File: config.mk
export PLATFORM = sky130hd
export DESIGN_NAME = mem_arb
export DESIGN_NICKNAME = d
export VERILOG_FILES = /design/src/rtl/mem_arb.sv
export SDC_FILE = /design/constraint.sdc
export NUM_CORES = 1
export LEC_CHECK = 0
export BUFFER_PORTS_ARGS = -buffer_cell sky130_fd_sc_hd__buf_2
export CORE_MARGIN = 10
export CORE_UTILIZATION = 42
export DETAILED_ROUTE_END_ITERATION = 16
export GPL_TIMING_DRIVEN = 0
export HOLD_SLACK_MARGIN = 0.15
export PLACE_DENSITY_LB_ADDON = 0.2
export SYNTH_ARGS = -nofsm -noshare
export SYNTH_HDL_FRONTEND = slang
export SYNTH_SLANG_ARGS = --single-unit
File: constraint.sdc
create_clock -name ma_clk -period 1.9 [get_ports ma_clk]
set_input_delay 0.19 -clock ma_clk [delete_from_list [all_inputs] [get_ports ma_clk]]
set_output_delay 0.19 -clock ma_clk [all_outputs]
set_load 0.02 [all_outputs]
File: src/rtl/mem_arb.sv
// Three-way single-port RAM arbiter (loader write, FPU write-back, operand fetch), fixed or round-robin.
// Grants are combinational; RAM command is registered; fetch data returns 3 cycles after grant. Losers simply wait.
module mem_arb #(
  parameter int ADDR_W = 6,
  parameter int DATA_W = 32
) (
  input  logic              ma_clk,
  input  logic              ma_reset,
  input  logic              ma_fixed_prio,
  input  logic              ld_req,
  input  logic [ADDR_W-1:0] ld_addr,
  input  logic [DATA_W-1:0] ld_wdata,
  input  logic              wb_req,
  input  logic [ADDR_W-1:0] wb_addr,
  input  logic [DATA_W-1:0] wb_wdata,
  input  logic              fe_req,
  input  logic [ADDR_W-1:0] fe_addr,
  output logic              ld_gnt,
  output logic              wb_gnt,
  output logic              fe_gnt,
  output logic              fe_rvalid,
  output logic [DATA_W-1:0] fe_rdata,
  output logic [ADDR_W-1:0] mem_address,
  output logic [DATA_W-1:0] mem_data_in,
  output logic              mem_we,
  input  logic [DATA_W-1:0] mem_data_out,
  output logic              ma_idle
);

  // Ring order is LD -> FE -> WB -> LD; last_q names the most recent winner.
  localparam logic [1:0] P_LD = 2'd0;
  localparam logic [1:0] P_FE = 2'd1;
  localparam logic [1:0] P_WB = 2'd2;

  logic [1:0] last_q;
  logic [1:0] rd_tag_q;

  always_comb begin
    ld_gnt = 1'b0;
    wb_gnt = 1'b0;
    fe_gnt = 1'b0;
    if (!ma_reset) begin
      if (ma_fixed_prio) begin
        if (ld_req)      ld_gnt = 1'b1;
        else if (wb_req) wb_gnt = 1'b1;
        else if (fe_req) fe_gnt = 1'b1;
      end else begin
        case (last_q)
          P_LD: begin
            if (fe_req)      fe_gnt = 1'b1;
            else if (wb_req) wb_gnt = 1'b1;
            else if (ld_req) ld_gnt = 1'b1;
          end
          P_FE: begin
            if (wb_req)      wb_gnt = 1'b1;
            else if (ld_req) ld_gnt = 1'b1;
            else if (fe_req) fe_gnt = 1'b1;
          end
          default: begin
            if (ld_req)      ld_gnt = 1'b1;
            else if (fe_req) fe_gnt = 1'b1;
            else if (wb_req) wb_gnt = 1'b1;
          end
        endcase
      end
    end
  end

  always_ff @(posedge ma_clk) begin
    if (ma_reset) begin
      last_q      <= P_WB;
      mem_address <= '0;
      mem_data_in <= '0;
      mem_we      <= 1'b0;
      rd_tag_q    <= 2'b00;
      fe_rvalid   <= 1'b0;
      fe_rdata    <= '0;
    end else begin
      mem_we <= ld_gnt | wb_gnt;
      if (ld_gnt) begin
        mem_address <= ld_addr;
        mem_data_in <= ld_wdata;
        last_q      <= P_LD;
      end else if (wb_gnt) begin
        mem_address <= wb_addr;
        mem_data_in <= wb_wdata;
        last_q      <= P_WB;
      end else if (fe_gnt) begin
        mem_address <= fe_addr;
        last_q      <= P_FE;
      end
      // Tag stage 0: address on RAM port; stage 1: RAM data valid; then capture.
      rd_tag_q  <= {rd_tag_q[0], fe_gnt};
      fe_rvalid <= rd_tag_q[1];
      if (rd_tag_q[1]) fe_rdata <= mem_data_out;
    end
  end

  assign ma_idle = !(ld_req | wb_req | fe_req) && (rd_tag_q == 2'b00) && !fe_rvalid;

endmodule

# After elaboration in Yosys (flattened, before gate mapping)
# Index checks and enable logic that the tools add are counted.
# word_totals
ff_bits	76
inputBits	120
output_inout_bits	76
wordCells	50
# classes
eq_ne	1
muxes	29
n_bitwise	3
reduce_logical	9
# ops
op	count
$mux 32	2
$mux 1	18
$mux 6	3
$mux 2	3
$pmux 1 s2	3
$logic_not 2->1	2
$or 1x1->1	3
$reduce_bool 3->1	1
$reduce_or 3->1	1
$eq 2x1->1 const B	1
$logic_and 1x1->1	2
$logic_not 1->1	2
$reduce_bool 2->1	1

# Depth between registers and ports, before layout
# depth
ltp_word	9
depth_mapped	7
mapped_depth_nobuf	6

# Worst setup path after synthesis
# OpenSTA, ideal clock, no wires.
# synth_path
path_kind	reg2reg
start	register last_q[1]
end	register mem_data_in[19]
setup_time_ps	132
arrival_time_ps	1411
t_required_ps	1768
slack_ps	357
path_stages_with_launch	8
path_buffers	2
synth_period_minus_slack_ps	1543
path_cell_list	dfxtp_1 o21ai_1 o31ai_4 and2_1 buf_2 buf_2 a22oi_1 a21oi_1
# synth_between
elab_chain_len	5
elab_cells_between_ends	10
cone_classes	eq/ne (1); mux (7); reduce/logical (2)
# synth_rtl
element	line_no	text
from (decl)	35	logic [1:0] last_q;
from (signal assigned)	71	last_q <= P_WB;
from (signal assigned)	83	last_q <= P_LD;
from (signal assigned)	87	last_q <= P_WB;
$eq 2x1->1 or $logic_not 2->1 (tied branches)	48	case (last_q)
$pmux 1 s2 *	48	
$mux 1 *	43	if (ma_fixed_prio) begin
$mux 1 *	42	if (!ma_reset) begin
net ld_gnt	18	output logic ld_gnt,
$mux 32 or $reduce_bool 2->1 (tied branches)	-	
to (signal assigned)	82	mem_data_in <= ld_wdata;
to (signal assigned)	86	mem_data_in <= wb_wdata;
to (decl)	24	output logic [DATA_W-1:0] mem_data_in,
# Mark *: on every way through the listed nets, which the timed path passes. The rest lies on a longest branch.
# A chain may end at the register's enable or synchronous reset.

# Worst setup path in the final report
# layout_path
start	register last_q[1]
end	output ld_gnt
# layout_between
elab_chain_len	4
elab_cells_between_ends	5
cone_classes	eq/ne (1); mux (3); reduce/logical (1)
# layout_rtl
element	line_no
$eq 2x1->1 or $logic_not 2->1 (tied branches)	48
$pmux 1 s2 *	48
$mux 1 *	43
$mux 1 *	42
to (decl)	18
# Mark *: on every way between the ends. The rest lies on a longest branch, timed or not.

==> summary.md <==
| Metric | Value |
|---|---|
| Vias per inst | `4.92` |
| Wire length per cell | `17.2 um` |
| Switch share | `0.268` |
| Initial antenna violation count | `2` |
| CTS sink cnt | `76` |
| Core Region | `6830 sq um` |
| Layout Nets | `724` |
| Worst-path clk slew | `0.08 ns` |
| Starting Density | `0.435` |
| 1st-pass router iterations | `5` |
| Syn. warnings | `0` |
| Mapped cell area | `2970 sq um` |
| Achievable Freq | `544 MHz` |
| Placement Setup Slack | `0.132 ns` |
| Finished Core Util | `0.760` |
| # port buffers | `195` |
| Worst EP arrival | `1.65 ns` |
| DRC violations left | `0` |
| Layout cells sized above 1 | `0.394` |
| Critical Path Sink Type | `primary output` |
| Clk root buf | `clkbuf_8` |
| WL final | `12.2 mm` |
| Post-DP Area | `4070 sq um` |
| Max-slew violations | `0` |
| Row cnt | `30` |
| Hold_ws | `0.159 ns` |
| GR Util All Layers | `0.218` |
| Io pins | `196` |
| CP Class | `reg2out` |
| Peak supply drop | `0.000577 V` |
| Switching pwr | `1.04 mW` |
| Worst hold path type | `in2reg` |
| Iter 0 DRT Violations | `111` |
| Layout area overhead | `74.8%` |
| Post-Syn Area per Cell | `9.61 sq um` |
| WHS Path Cells | `3` |
| CP max stage cell | `dfxtp_1` |
| Power Total | `3.87 mW` |
| Worst-skew pair later-pin latency | `0.34 ns` |
| Max-cap viol count | `0` |
| Status | `complete, no violations` |
| CTS tree | `yes` |
| Final setup fails | `0` |
| Non-filler instance count after layout | `707` |
| Slew margin rel. | `0.664` |
| Die width | `104 um` |
| Post-Syn Instances | `309` |
| Final GP Congestion | `0.735` |
| Crit-path cells | `o21ai_1, o31ai_4, and2_1, buf_4, buf_2` |
| PD cells | `746 nW/um^2` |
| Sequential fraction of the synthesis area | `0.512` |
| Placed cell count | `600` |
| Clock power frac | `0.355` |
| R2R setup slack | `0.12 ns` |
| Slowest stage delay, CP | `0.35 ns` |
| Startpoint types | `register` |
| Bufs on Longest Clock Path | `2` |
| P_leak | `2.45 nW` |
| Tmin final | `1.84 ns` |
| Final instance area | `5190 sq um` |
| Die Area | `10800 sq um` |
| Commonest non-fill, non-tap cell in the layout | `buf_2` |
| Detail Route Antenna Nets | `0` |
| First-pass GRT wire length | `19.3 mm` |
| RSZ-0062 raised after global routing | `false` |
| CTS Buf Count | `9` |
| Clock Skew | `0.00812 ns` |
| Largest net degree at the start of global routing | `14` |
| Final hold violation count | `0` |
| Hold Crit Endpoint | `mem_data_in[25]` |
| Internal power | `2.84 mW` |
| Sequential Power Share | `0.443` |
| Total negative setup slack | `0 ns` |
| Synthesized flop and latch total | `76` |
| CP Data Required Time | `1.71 ns` |
| FF-to-FF End | `mem_data_in[7]` |
| HPWL after DPL | `8.00 mm` |
| Worst setup margin | `0.0617 ns` |
| Synth cell types | `29` |
| Most frequent cells in the layout | `buf_2, dlygate4sd3_1, dfxtp_1` |
| Period utilization | `0.968` |
| Crit path max fanout | `13` |
| Logic gate share of total power | `0.202` |
| Register-to-Register Path Depth | `7` |
| Vias in the first global route | `3669` |
| # H-tree levels | `3` |
| Least-Margin Pin Slew | `0.505 ns` |
| Chip height | `104 um` |
| R2R Path Start | `last_q[1]` |
| Routed via count | `3475` |
| Syn nets | `429` |
| Total grt overflow | `0` |
| Worst Hold Launch | `ld_wdata[25]` |
==> worst max path at each step <==
stage | start | end | slack (ns)
floorplan | last_q[1] | mem_data_in[19] | 0.36
global placement | last_q[1] | wb_gnt | 0.16
detailed placement | last_q[1] | wb_gnt | 0.13
CTS | last_q[1] | wb_gnt | 0.02
global route | last_q[1] | mem_data_in[7] | 0.0006
finish | last_q[1] | ld_gnt | 0.06
==> power groups by stage <==
stage	clock network (mW)	logic (mW)	registers, mW
final	1.38	0.781	1.72
after global routing	1.46	0.849	1.73
after CTS	1.40	0.761	1.71
after detailed placement	0	0.621	1.75
after global placement	0	0.608	1.75
after floorplan	0	0.245	1.85
==> layout make-up <==
type	count	area [sq um]
clock inverters	6	87.6
diodes	2	5.00
fillers	492	1640
clock buffers	10	138
plain buffers	22	115
multi-input cells	198	1290
well taps	96	120
inverters	11	41.3
flip-flops and latches	76	1520
repair buffers	286	1870
==> what timing repair did <==
item | in CTS | in global routing
hold endpoints to repair | 63 | 0
hold buffers | 84 | 0
resized for setup | 3 | 3
setup buffers | 2 | 5
endpoints found under the setup margin | 3 | 4
pin swaps | 2 | 1
==> critical path, delay by kind of cell (launching register included) <==
kind,cells,cell delay [ns]
AND/OR/NAND/NOR,1,0.18
buffers and inverters,2,0.34
AO/OA/AOI/OAI,2,0.44
flip-flops,1,0.35
==> kinds of logic after synthesis <==
family                 after synthesis  share of synthesized area
AND/OR/NAND/NOR                     80                      0.114
multiplexers                        38                      0.129
flip-flops                          76                      0.512
AO/OA/AOI/OAI                       80                      0.191
buffers and inverters               35                     0.0531
==> cell usage after synthesis (all sizes together) <==
library cell | instances | area [sq um]
mux2i | 35 | 350
nor3 | 3 | 20.0
o21a | 2 | 15.0
nor2 | 41 | 154
a221oi | 6 | 52.6
dfxtp | 76 | 1520
a311o | 1 | 10.0
a22oi | 30 | 225
a21oi | 26 | 134
o31ai | 1 | 21.3
o21ai | 8 | 40.0
and2 | 1 | 6.26
a222oi | 5 | 50.1
nor2b | 6 | 37.5
mux2 | 3 | 33.8
or4 | 1 | 7.51
nand2b | 2 | 12.5
nand4 | 1 | 6.26
buf | 15 | 82.6
a211oi | 1 | 20.0
clkbuf | 9 | 33.8
inv | 11 | 41.3
nand2 | 25 | 93.8
==> state kept, by name, summed over array words and instances, names as in the netlist <==
signal and flops:
fe_rvalid 1, fe_rdata 32, last_q 2, mem_address 6, mem_data_in 32, mem_we 1
rd_tag_q 2
==> per-layer routing <==
metal / GRT usage / wire length, um
met1: 0.221 / 4470
met2: 0.386 / 6380
met3: 0.0917 / 961
met4: 0.0865 / 374
met5: 0 / 0
Note: power is estimated with default switching activity, not from simulation.
